==> config.mk <==
export PLATFORM = sky130hd
export DESIGN_NAME = mul
export DESIGN_NICKNAME = d
export VERILOG_FILES = /design/src/rtl/mul.sv
export SDC_FILE = /design/constraint.sdc
export NUM_CORES = 1
export LEC_CHECK = 0
export BUFFER_PORTS_ARGS = -buffer_cell sky130_fd_sc_hd__buf_2
export CAP_MARGIN = 20
export CORE_MARGIN = 5
export CORE_UTILIZATION = 54
export CTS_CLUSTER_DIAMETER = 120
export DETAILED_ROUTE_END_ITERATION = 8
export PLACE_DENSITY = 0.73
export SLEW_MARGIN = 10
export SYNTH_ARGS = -nofsm -noshare
export SYNTH_HDL_FRONTEND = slang
export SYNTH_SLANG_ARGS = --single-unit
==> constraint.sdc <==
create_clock -name clk -period 2.9 [get_ports clk]
set_input_delay 0.145 -clock clk [delete_from_list [all_inputs] [get_ports clk]]
set_output_delay 0.145 -clock clk [all_outputs]
set_load 0.1 [all_outputs]
==> src/rtl/mul.sv <==
// Sequential unsigned 9x9 shift-and-add multiplier; optional MUL_EARLY_EXIT_EN ends the run once the multiplier is exhausted.
// Latency 9 edges after reset release (1 + top set bit of B with early exit); no backpressure, res/done hold until next reset.
module mul (
  input  logic        clk,
  input  logic        reset,
  input  logic [8:0]  A,
  input  logic [8:0]  B,
  output logic [17:0] res,
  output logic        done
);

  typedef enum logic [1:0] {LOAD, RUN, DONE} state_t;

  state_t      state, state_nxt;
  logic [17:0] mcand, mcand_nxt;
  logic [8:0]  mplier, mplier_nxt;
  logic [17:0] acc, acc_nxt;
  logic [3:0]  cnt, cnt_nxt;
  logic [17:0] res_nxt;
  logic        done_nxt;
  logic [17:0] sum;
  logic        last;

  always_ff @(posedge clk) begin
    if (reset) begin
      state  <= LOAD;
      mcand  <= {9'b0, A};
      mplier <= B;
      acc    <= '0;
      cnt    <= '0;
      res    <= '0;
      done   <= 1'b0;
    end else begin
      state  <= state_nxt;
      mcand  <= mcand_nxt;
      mplier <= mplier_nxt;
      acc    <= acc_nxt;
      cnt    <= cnt_nxt;
      res    <= res_nxt;
      done   <= done_nxt;
    end
  end

  always_comb begin
    state_nxt  = state;
    mcand_nxt  = mcand;
    mplier_nxt = mplier;
    acc_nxt    = acc;
    cnt_nxt    = cnt;
    res_nxt    = res;
    done_nxt   = done;
    sum        = mplier[0] ? (acc + mcand) : acc;
`ifdef MUL_EARLY_EXIT_EN
    last       = (cnt == 4'd8) || (mplier[8:1] == 8'd0);
`else
    last       = (cnt == 4'd8);
`endif

    case (state)
      // LOAD's exit edge is already step 0, so both states share the step datapath
      LOAD, RUN: begin
        acc_nxt    = sum;
        mcand_nxt  = {mcand[16:0], 1'b0};
        mplier_nxt = {1'b0, mplier[8:1]};
        cnt_nxt    = cnt + 4'd1;
        state_nxt  = RUN;
        if (last) begin
          res_nxt   = sum;
          done_nxt  = 1'b1;
          state_nxt = DONE;
        end
      end
      default: begin
      end
    endcase
  end

endmodule

==> results.txt, run 1 <==
* Antenna diode count: 0
- Launch point of the worst reg-to-reg path: mcand[0]$_SDFFCE_PN0P_
- Critical Path RT: 3.17 ns
- Maximum level of the CTS H-tree: 3
* Flops & latches, synth: 69
- Final routed DRC violation total: 0
* Max incr delay on CP: 0.41 ns
- Headroom to the max-slew limit came out at 34.4%.
- In the final routed layout, each cell accounts on average for 16.0 µm.
* Met3 Usage GRT: 5.45%
- Post-DR vias/cell: 5.69
- By area the synthesized netlist is led by dfxtp_1 28%, edfxtp_1 15%, ha_1 6.6%, mux2i_1 6.1%, mux2_2 5.0%.
* Slew of the pin with the lowest slew margin: 0.984 ns
- Sequential elements use 43.5% of the synthesized area.
- Effective utilization at floorplan: 55.9%
- Primary FF master, synth: dfxtp_1
- Share of the synthesized area in the top cell type: 28.4%
- Global-route wire length before repair: 12800 µm
* Path type of the worst setup path: flop to flop
- At the worst endpoint, the arrival time is 2.93 ns.
- Cell Area, Synth: 3590 µm²
* Standby leakage power: 1.73 nW
* Source-to-sink clock delay at the later pin of the worst-skew pair: 0.35 ns
- Max Fanout on Critical Path: 4
- The detail route stage leaves a number of antenna-violating nets equal to 0.
- Number of maximum-capacitance constraint violations: 0
- The share of total power dissipated in the clock network is 33.8%.
- IO Count: 39
* Share of total power in combinational logic: 21.6%
- The congestion estimate from routability-driven global placement came to 0.951.
- The number of antenna violations at the first check in global routing was 0.
- Cell internal power was estimated by the tool at 1.77 mW.
* Routed via count: 2795
- Synthesized netlist cell count: 373
- Fin Clk Skew: 0.00905 ns
- The floorplan step set the die height to 91.5 µm.
* CTS buffer count: 9
* Post-cts repair resize count: 0
- For this design the total switching power over the nets is 0.741 mW.
- Fraction of the cycle the final worst path needs: 91.6%
* Worst Hold Class: input pin to flop
* Area of the placeable core: 6420 µm²
- Total count of hold-check failures in the final report: 0
- The number of hold buffers added after CTS was 0.
- Worst vdd rail ir drop: 513 µV
- Power Dens Cells: 615 nW/µm²
- Sequential share of power: 44.6%
* Minimum hold slack: 0.0850 ns
* Post-synth ARST share: 0%
- In this run the mean area of a mapped cell was 9.63 µm².
- Switching part of the total: 29.5%
- Setup violations remaining at the end of the flow were counted as 0.
- NumNets Final: 449
* Min Clock Period, post-route: 2.66 ns
- Number of buffers and inverters on the critical path: 0
- Cells with a size suffix above 1 make up 20.8% of the layout.
- Once layout is done, the placed cells without fillers occupy 4080 µm².
* Count of standard-cell rows: 29
* Result of the run: completed
* Total Die Area: 8380 µm²
- Vias in the first global route: 2713
- Buffer depth of the longest clock path: 2
- Top cells by instance count after synthesis: 51 x dfxtp_1, 46 x nor2_1, 30 x nand2_1
- Max Freq: 376 MHz
- Most congested layer reported by global routing: met2
- The tree is rooted in a clkbuf_8.
- Half-perimeter wire length after placement: 5690 µm
- From left edge to right edge, the die measures 91.5 µm.
- Critical path startpoint category: flop
* Placed inst area: 3860 µm²
- Pin count of the biggest net entering global routing: 56
* Cell with the most instances after synthesis: dfxtp_1
- After routing, the total negative slack on setup checks comes to 0 ns.
* TritonCTS clock tree: built
- The total overflow left after global routing is 0.
* Total iterations of the first detailed-routing run: 5
* Number of violations reported at the end of detailed-routing iteration 0: 141
* Clock-pin slew of the registers on the worst-case setup and hold paths: 0.08 ns
- YS warnings: 0
* Total track usage: 19.4%
* Number of slew-limit violations in the final report: 0
* Met2 usage: 34.5%
* Buffers on Ports: 38
- Count of distinct cell types in the synthesized netlist: 49
* Met1 usage in global routing: 22.6%
- The synthesized design spends more area on one cell type than any other, namely dfxtp_1.
- Total nets after synthesis: 413
* Worst Min Path Start: A[0]
- The signal on the critical path passes through ha_1, fa_1, a21o_1, a221oi_2, or4b_1, nand3_2, xor2_1, mux2i_1, a211oi_1.
- Detailed Route WL: 7870 µm
* Kind of end point of the critical path: flop
* Master of the slowest instance on the critical path: fa_1
- Broken down by cell family, the worst path's largest delay share belongs to compound AO/OA/AOI/OAI gates.
* Num Clock Sinks: 69
* Area added between synthesis and finish: 13.7%
- Setup repair after global routing missed its margin: false
* Beginning of the critical path: mcand[0]$_SDFFCE_PN0P_
- Yosys mapped a number of flops with a built-in enable equal to 18.
* Number of buffers inserted to repair setup after CTS: 0
[area by class of cell]
| class | instances | area (µm²) |
|---|---|---|
| inverters | 5 | 18.8 |
| repair buffers | 47 | 258 |
| clock inverters | 4 | 53.8 |
| multi-input cells | 277 | 1930 |
| flip-flops and latches | 69 | 1560 |
| well taps | 77 | 96.3 |
| fillers | 550 | 2340 |
| clock buffers | 12 | 166 |
[placed cells by master, fill, tap and decap left out, types with 2 or more instances in the layout]
cell / netlist / layout
xnor2_1: 9 / 9
clkinvlp_4: 0 / 2
a211oi_1: 15 / 15
nor2b_1: 4 / 4
buf_4: 0 / 9
a31o_2: 2 / 2
edfxtp_1: 18 / 18
mux2_2: 16 / 16
clkbuf_8: 0 / 10
nand2_1: 30 / 30
mux2i_1: 22 / 22
a21oi_1: 27 / 27
a21o_1: 6 / 6
nor2_1: 46 / 45
dfxtp_1: 51 / 51
ha_1: 19 / 19
nand3b_1: 6 / 6
and3_1: 4 / 4
and2_1: 4 / 4
buf_2: 2 / 38
nor4_1: 2 / 2
inv_1: 4 / 4
a31oi_1: 4 / 4
nand2b_1: 5 / 5
nor3_1: 2 / 2
xor2_1: 10 / 10
nand3_1: 6 / 6
o211ai_1: 3 / 3
o21ai_0: 15 / 15
[power groups by stage]
| stage | clock network, mW | registers [mW] | logic [mW] |
|---|---|---|---|
| 4_1_cts | 0.867 | 1.12 | 0.545 |
| 2_1_floorplan | 0 | 1.13 | 0.424 |
| 5_1_grt | 0.916 | 1.13 | 0.604 |
| 3_3_place_gp | 0 | 1.14 | 0.526 |
| 6_report | 0.848 | 1.12 | 0.541 |
| 3_5_place_dp | 0 | 1.14 | 0.538 |
[final timing paths]
path	to	slack (ns)	cells after the start
max	res[12]$_SDFFE_PP0P_	0.24	9
min	mcand[0]$_SDFFCE_PN0P_	0.08	2
max reg2reg	res[12]$_SDFFE_PP0P_	0.24	9
min reg2reg	res[13]$_SDFFE_PP0P_	0.46	2
[per-stage QoR]
step	utilization [%]	worst slack, ns	total power [mW]	std cells
2_1_floorplan	-	0.495	1.55	373
3_3_place_gp	60.1	0.347	1.66	475
3_5_place_dp	60.1	0.256	1.68	475
4_1_cts	63.6	0.249	2.53	491
5_1_grt	63.6	0.00539	2.65	491
6_report	63.6	0.243	2.51	491
[metal layers]
| metal | up-vias | wire length, µm |
|---|---|---|
| met5 | - | 0 |
| met4 | 0 | 121 |
| met2 | 51 | 4080 |
| met3 | 14 | 297 |
| li1 | 1413 | - |
| met1 | 1317 | 3370 |
[flip-flops by register name (all words and copies together) (netlist names)]
register / count
state: 1
cnt: 4
done: 1
mcand: 18
mplier: 9
acc: 18
res: 18
[cells by family (layout without fill, tap and decap cells)]
| kind of cell | Yosys count | after routing | synth area share [%] |
|---|---|---|---|
| AND/OR/NAND/NOR | 117 | 117 | 15.4 |
| XOR/XNOR | 19 | 19 | 4.63 |
| buffers and inverters | 27 | 68 | 2.89 |
| multiplexers | 38 | 38 | 11.1 |
| flip-flops | 69 | 69 | 43.5 |
| adder cells (fa/ha/maj) | 20 | 20 | 7.18 |
| AO/OA/AOI/OAI | 83 | 83 | 15.2 |
No activity file was read; power rests on OpenSTA's default activity.
==> inputs of run 2 (changes only) <==
--- a/config.mk
+++ b/config.mk
@@ -8,10 +8,11 @@
 export BUFFER_PORTS_ARGS = -buffer_cell sky130_fd_sc_hd__buf_2
 export CAP_MARGIN = 20
 export CORE_MARGIN = 5
-export CORE_UTILIZATION = 54
+export CORE_UTILIZATION = 58
+export CTS_BUF_LIST = sky130_fd_sc_hd__clkbuf_16
 export CTS_CLUSTER_DIAMETER = 120
 export DETAILED_ROUTE_END_ITERATION = 8
-export PLACE_DENSITY = 0.73
+export PLACE_DENSITY = 0.78
 export SLEW_MARGIN = 10
 export SYNTH_ARGS = -nofsm -noshare
 export SYNTH_HDL_FRONTEND = slang
==> constraint.sdc (replaced) <==
create_clock -name clk -period 2.9 [get_ports clk]
set_input_delay 0.58 -clock clk [delete_from_list [all_inputs] [get_ports clk]]
set_output_delay 0.58 -clock clk [all_outputs]
set_load 0.1 [all_outputs]
==> results.txt, run 2 (synthesis gave the netlist of run 1 again) <==
* NumNets Final: 445 (-0.89%)
- Slew of the pin with the lowest slew margin: 0.915 ns (-0.0695 ns)
- Clock-pin slew of the registers on the worst-case setup and hold paths: 0.06 ns (-0.02 ns)
* Effective utilization at floorplan: 60.3% (+4.4 points)
- The reported max-cap violation count was 0 (unchanged).
- Min Clock Period, post-route: 2.65 ns (-0.00816 ns)
- In this run the critical register-to-register path is launched from mcand[0]$_SDFFCE_PN0P_.
* Total iterations of the first detailed-routing run: 4 (-1)
- Reg2reg path depth: 9 (unchanged)
- In this run the most critical hold path is launched from res[13]$_SDFFE_PP0P_.
- Leaving out fill and tap cells, the most frequent cell in the layout is dfxtp_1.
- The worst register-to-register path ends at res[12]$_SDFFE_PP0P_.
* Count of standard-cell rows: 28 (-3.4%)
- The slowest stage of the critical path is the fa_1 cell.
- The worst setup path is of the flop to flop kind.
* Buffer depth of the longest clock path: 2 (unchanged)
- Setup repair after global routing missed its margin: false
* Half-perimeter wire length after placement: 5470 µm (-3.8%)
- The setup total negative slack is 0 ns (unchanged).
- Relative to the synthesized area, the layout overhead comes to 15.8%.
- In the final layout, the registers with the most flip-flops are acc x18, mcand x18, res x18.
- Global-route wire length before repair: 12900 µm (+0.48%)
- The number of buffers inserted to repair setup after CTS is 0 (unchanged).
- Vias in the first global route: 2739 (+0.96%)
- Total count of hold-check failures in the final report: 0 (unchanged)
* Pin count of the biggest net entering global routing: 75 (+34%)
* Max Freq: 378 MHz (+0.31%)
- Routed via count: 2821 (+0.93%)
* Worst vdd rail ir drop: 724 µV (+41%)
- The fraction of final layout cells with drive strength greater than 1 is 20.0% (-0.77 points).
- The placeable core region is 5960 µm² (-7.3%).
- Setup slack of the most critical reg-to-reg path: 0.25 ns (about the same)
- Final setup violation count: 0 (unchanged)
* Source-to-sink clock delay at the later pin of the worst-skew pair: 0.33 ns (-0.02 ns)
* CP Cell Sequence: ha_1, fa_1, a21o_1, a221oi_2, or4b_1, nand3_2, xor2_1, mux2i_1, a211oi_1
- The overall global routing resource usage was 21.4% (+2.0 points).
- Clock root buffer master: clkbuf_16
- The number of buffers created by CTS was 9 (unchanged).
- The buffering stage count on the worst path with inverters included was 0 (unchanged).
- The violation count after the first detailed-route iteration is 150 (+6.4%).
* Count of cell instances traversed by the critical path: 9 (unchanged)
- Result of the run: completed
- Post-cts repair resize count: 0 (unchanged)
- The total length of routed wires was 7800 µm (-0.79%).
* Power Dens Cells: 679 nW/µm² (+10%)
- The path class of the tightest hold or removal check is flop to flop.
* Count of nets left with antenna violations after detail routing: 0 (unchanged)
- Antenna diode count: 0 (unchanged)
- The total number of H-tree levels came to 3 (unchanged).
- The die area is 7870 µm² (-6.2%).
* Buffers on Ports: 38 (unchanged)
- Finished Core Util: 69.8% (+6.2 points)
* Final routed DRC violation total: 0 (unchanged)
- Antenna violations before repair: 0 (unchanged)
- Gpl congestion: 0.918 (-3.5%)
- Tracing the worst setup path back leads to its startpoint at mcand[0]$_SDFFCE_PN0P_.
- Number of slew-limit violations in the final report: 0 (unchanged)
- In this design, the largest share of critical-path delay is due to compound AO/OA/AOI/OAI gates.
* Max Fanout on Critical Path: 4 (unchanged)
* Critical path startpoint category: flop
* Worst setup path endpoint: res[12]$_SDFFE_PP0P_
- Relative slew slack: 39.0% (+4.6 points)
* Num Clock Sinks: 69 (unchanged)
* DR WL/cell: 16.1 µm (+0.44%)
- Worst EP arrival: 2.89 ns (-0.04 ns)
* Standby leakage power: 1.76 nW (+1.9%)
- The post-cts hold buffer count came to 0 (unchanged).
* IO Count: 39 (unchanged)
- Height of the chip: 88.7 µm (-3.1%)
- Critical Path RT: 3.14 ns (-0.03 ns)
- The final global-route overflow total was 0 (unchanged).
- The share of the cycle needed by the critical path after routing came to 91.3% (-0.28 points).
- Leaving out fill and tap cells, the most frequent cells in the layout are 51 x dfxtp_1, 45 x nor2_1, 38 x buf_2.
- The final setup skew was 0.00533 ns (-0.00372 ns).
- The worst setup path is captured at a flop.
* Post-DR vias/cell: 5.82 (+2.2%)
- Die boundary width: 88.7 µm (-3.1%)
- Max incr delay on CP: 0.41 ns (about the same)
* TritonCTS clock tree: built
run 2: per-layer routing:
metal / vias to the layer above / track usage (%) / routed length (µm)
met3: 18 / 5.77 / 326
li1: 1408 / - / -
met1: 1327 / 25.4 / 3350
met5: - / 0 / 0
met4: 0 / 9.62 / 232
met2: 68 / 36.0 / 3890
run 2: worst min-delay path, cell delays in order, from the launching register on:
cell	delay, ns
dfxtp_1	0.31
nand2_1	0.05
a21oi_1	0.05
run 2: worst min path at each step:
stage          depth (start not counted)  slack [ns]                   end
2_1_floorplan                          2        0.45   acc[0]$_SDFFE_PP0N_
3_3_place_gp                           2        0.45  res[13]$_SDFFE_PP0P_
3_5_place_dp                           1        0.45  res[15]$_SDFFE_PP0P_
4_1_cts                                2        0.46  res[13]$_SDFFE_PP0P_
5_1_grt                                2        0.48  res[13]$_SDFFE_PP0P_
6_report                               2        0.45  res[13]$_SDFFE_PP0P_
run 2: stage by stage:
| stage | total power, mW | setup slack [ns] | hold slack, ns | instances | cell area (µm²) |
|---|---|---|---|---|---|
| floorplan | 1.55 | 0.495 | 0.452 | 373 | 3590 |
| global route | 2.95 | 0.0747 | 0.483 | 485 | 4160 |
| global placement | 1.66 | 0.361 | 0.446 | 469 | 3840 |
| CTS | 2.84 | 0.268 | 0.458 | 485 | 4160 |
| finish | 2.82 | 0.252 | 0.452 | 485 | 4160 |
| detailed placement | 1.68 | 0.307 | 0.450 | 469 | 3840 |
run 2: power breakdown:
| group | internal, mW | leakage [nW] | switching (mW) |
|---|---|---|---|
| Clock | 0.747 | 0.153 | 0.406 |
| Combinational | 0.233 | 0.999 | 0.315 |
| Sequential | 1.06 | 0.609 | 0.0595 |
| Total | 2.04 | 1.76 | 0.780 |
run 2: layout make-up:
class,instances,area [µm²]
multi-input combinational,277,1930
timing repair buffer,43,240
tap,75,93.8
fill,462,1800
sequential,69,1560
clock inverter,7,90.1
inverter,5,18.8
clock buffer,9,225
==> inputs of run 3 (changes only) <==
--- a/config.mk
+++ b/config.mk
@@ -7,7 +7,7 @@
 export LEC_CHECK = 0
 export BUFFER_PORTS_ARGS = -buffer_cell sky130_fd_sc_hd__buf_2
 export CAP_MARGIN = 20
-export CORE_MARGIN = 5
+export CORE_MARGIN = 2
 export CORE_UTILIZATION = 58
 export CTS_BUF_LIST = sky130_fd_sc_hd__clkbuf_16
 export CTS_CLUSTER_DIAMETER = 120
==> results.txt, run 3 (synthesis gave the netlist of run 1 again) <==
- The flow ran to the end, and the final reports show no timing, DRC or antenna violations.
- Count of cell instances traversed by the critical path: 9 (unchanged)
- The slack of the worst reg-to-reg path is 0.26 ns (about the same).
* Number of slew-limit violations in the final report: 0 (unchanged)
- The post-CTS clock slew at the launch and capture registers of the worst setup and hold paths was 0.05 ns (about the same).
- Number of violations reported at the end of detailed-routing iteration 0: 125 (-17%)
- Reg2reg path depth: 9 (unchanged)
- IO Count: 39 (unchanged)
- The sink count of the clock tree was 69 (unchanged).
- Total iterations of the first detailed-routing run: 4 (unchanged)
- The final instance area came to 4130 µm² (-0.78%).
* Buffer depth of the longest clock path: 2 (unchanged)
- The area of the multi-input gates is 1930 µm² (unchanged).
* Fin Clk Skew: 0.00614 ns (+0.000807 ns)
- The number of filler instances in the final layout was 485 (+5.0%).
- TritonCTS clock tree: built
* Fraction of the cycle the final worst path needs: 91.1% (-0.25 points)
* Worst Hold Class: flop to flop
- The largest registers in the layout are acc x18, mcand x18, res x18.
- Maximum level of the CTS H-tree: 3 (unchanged)
- The endpoint identified for the worst register-to-register timing path is res[14]$_SDFFE_PP0P_.
* Power Dens Cells: 650 nW/µm² (-4.3%)
* Master of the slowest instance on the critical path: fa_1
- The global-route wire length before repair came to 12100 µm (-5.8%).
* Worst vdd rail ir drop: 411 µV (-43%)
* Slew of the pin with the lowest slew margin: 0.723 ns (-0.192 ns)
- Die boundary width: 82.7 µm (-6.8%)
- Pin count of the biggest net entering global routing: 38 (-49%)
* Kind of end point of the critical path: flop
- NumNets Final: 447 (+0.45%)
- The number of antenna violations at the first check in global routing came to 0 (unchanged).
* Buffers on Ports: 38 (unchanged)
* Worst EP arrival: 2.85 ns (-0.04 ns)
- Routed via count: 2823 (+0.071%)
- Max incr delay on CP: 0.41 ns (about the same)
* Area added between synthesis and finish: 14.9%
- Post-layout total power: 2.68 mW (-5.0%)
* Post-DR vias/cell: 5.80 (-0.34%)
- Top cell family by delay on the critical path: compound AO/OA/AOI/OAI gates
- Total count of hold-check failures in the final report: 0 (unchanged)
* Detailed Route WL: 7560 µm (-3.2%)
- The post-route antenna net violation count came to 0 (unchanged).
- The starting density of the core is 60.3% (unchanged).
- The worst hold path begins at res[13]$_SDFFE_PP0P_.
- Post-CTS Hold Fix Bufs: 0 (unchanged)
- The clock latency of the later-clocked register in the worst-skew pair is 0.33 ns (about the same).
- The setup total negative slack came to 0 ns (unchanged).
* Inst Count DP: 471 (+0.43%)
- The worst hold slack is 0.454 ns (+0.00249 ns).
- The number of buffers inserted to repair setup after CTS was 0 (unchanged).
- Leaving out fill and tap cells, the most frequent cell in the layout is dfxtp_1.
- The placeable core region came to 5960 µm² (unchanged).
* Hold depth: 2 (unchanged)
- In this run the worst setup path begins at mcand[0]$_SDFFCE_PN0P_.
- The overall global routing resource usage was 24.0% (+2.6 points).
- Antenna diode count: 0 (unchanged)
- Total grt overflow: 0 (unchanged)
- Max Fanout on Critical Path: 4 (unchanged)
- The row count was 28 (unchanged).
- Critical Path RT: 3.11 ns (-0.03 ns)
- The instance area after placement came to 3840 µm² (about the same).
- The vertical die dimension was 82.7 µm (-6.8%).
- The post-route minimum period is 2.64 ns (-0.00719 ns).
- The relative max-transition margin was 51.8% (+13 points).
- The buffering stage count on the worst path with inverters included is 0 (unchanged).
- Total Die Area: 6840 µm² (-13%)
* DR WL/cell: 15.5 µm (-3.6%)
* Fraction of layout instances using a drive strength above 1: 20.1% (+0.15 points)
- The placed wire-length estimate after detailed placement is 5270 µm (-3.7%).
* Vias in the first global route: 2609 (-4.7%)
- Gpl congestion: 0.899 (-2.0%)
- Post-cts repair resize count: 0 (unchanged)
* Standby leakage power: 1.76 nW (-0.15%)
- The area occupied by registers is 1560 µm² (unchanged).
- The setup path with the least slack is of type flop to flop.
* Most frequent cells in the layout: 51 x dfxtp_1, 45 x nor2_1, 38 x buf_2
- CTS buffer count: 9 (unchanged)
- The maximum operating frequency was 379 MHz (+0.27%).
* Clock root buffer master: clkbuf_16
- Worst Hold Path EP: res[13]$_SDFFE_PP0P_
* Launch point of the worst reg-to-reg path: mcand[0]$_SDFFCE_PN0P_
* Final routed DRC violation total: 0 (unchanged)
* Non-filler cells, final: 487 (+0.41%)
- Traced cell by cell, the critical path runs through ha_1, fa_1, a21o_1, a221oi_2, or4b_1, nand3_2, a31oi_1, xor2_1, o21ai_0.
- The reported max-cap violation count came to 0 (unchanged).
- Critical path startpoint category: flop
- Final setup violation count: 0 (unchanged)
* Setup repair after global routing missed its margin: false
run 3: final cells by class:
class / instances / share of cell area (%)
clock inverter: 6 / 0.728
multi-input combinational: 277 / 46.7
timing repair buffer: 45 / 5.88
tap: 75 / 2.27
clock buffer: 10 / 6.07
inverter: 5 / 0.455
sequential: 69 / 37.9
run 3: where the power goes:
group          internal (mW)  leakage, nW  total [mW]  switching (mW)
clock network          0.618        0.146        1.01           0.391
registers               1.06        0.609        1.12          0.0533
logic                  0.231         1.00       0.555           0.324
total                   1.91         1.76        2.68           0.768
run 3: worst register-to-register path, cell delays in order, from the launching register on:
cell,delay [ns]
edfxtp_1,0.40
ha_1,0.25
fa_1,0.41
a21o_1,0.22
a221oi_2,0.38
or4b_1,0.20
nand3_2,0.13
a31oi_1,0.23
xor2_1,0.19
o21ai_0,0.11
run 3: worst max path at each step:
stage | end | slack, ns
global route | res[12]$_SDFFE_PP0P_ | 0.08
floorplan | res[14]$_SDFFE_PP0P_ | 0.49
detailed placement | res[14]$_SDFFE_PP0P_ | 0.31
global placement | res[14]$_SDFFE_PP0P_ | 0.36
finish | res[14]$_SDFFE_PP0P_ | 0.26
CTS | res[14]$_SDFFE_PP0P_ | 0.28
run 3: layer usage:
| layer | vias up | global-route usage, % | share of wire [%] | routed length [µm] |
|---|---|---|---|---|
| met5 | - | 0 | 0 | 0 |
| met4 | 0 | 11.5 | 2.8 | 212 |
| met3 | 19 | 5.98 | 3.9 | 292 |
| met2 | 53 | 39.7 | 50 | 3760 |
| met1 | 1337 | 29.1 | 44 | 3290 |
| li1 | 1414 | - | - | - |
run 3: per-stage QoR:
stage	setup WS (ns)	utilization (%)
floorplan	0.495	-
global placement	0.361	64.6
detailed placement	0.307	64.6
CTS	0.279	69.3
global route	0.0765	69.3
finish	0.259	69.3
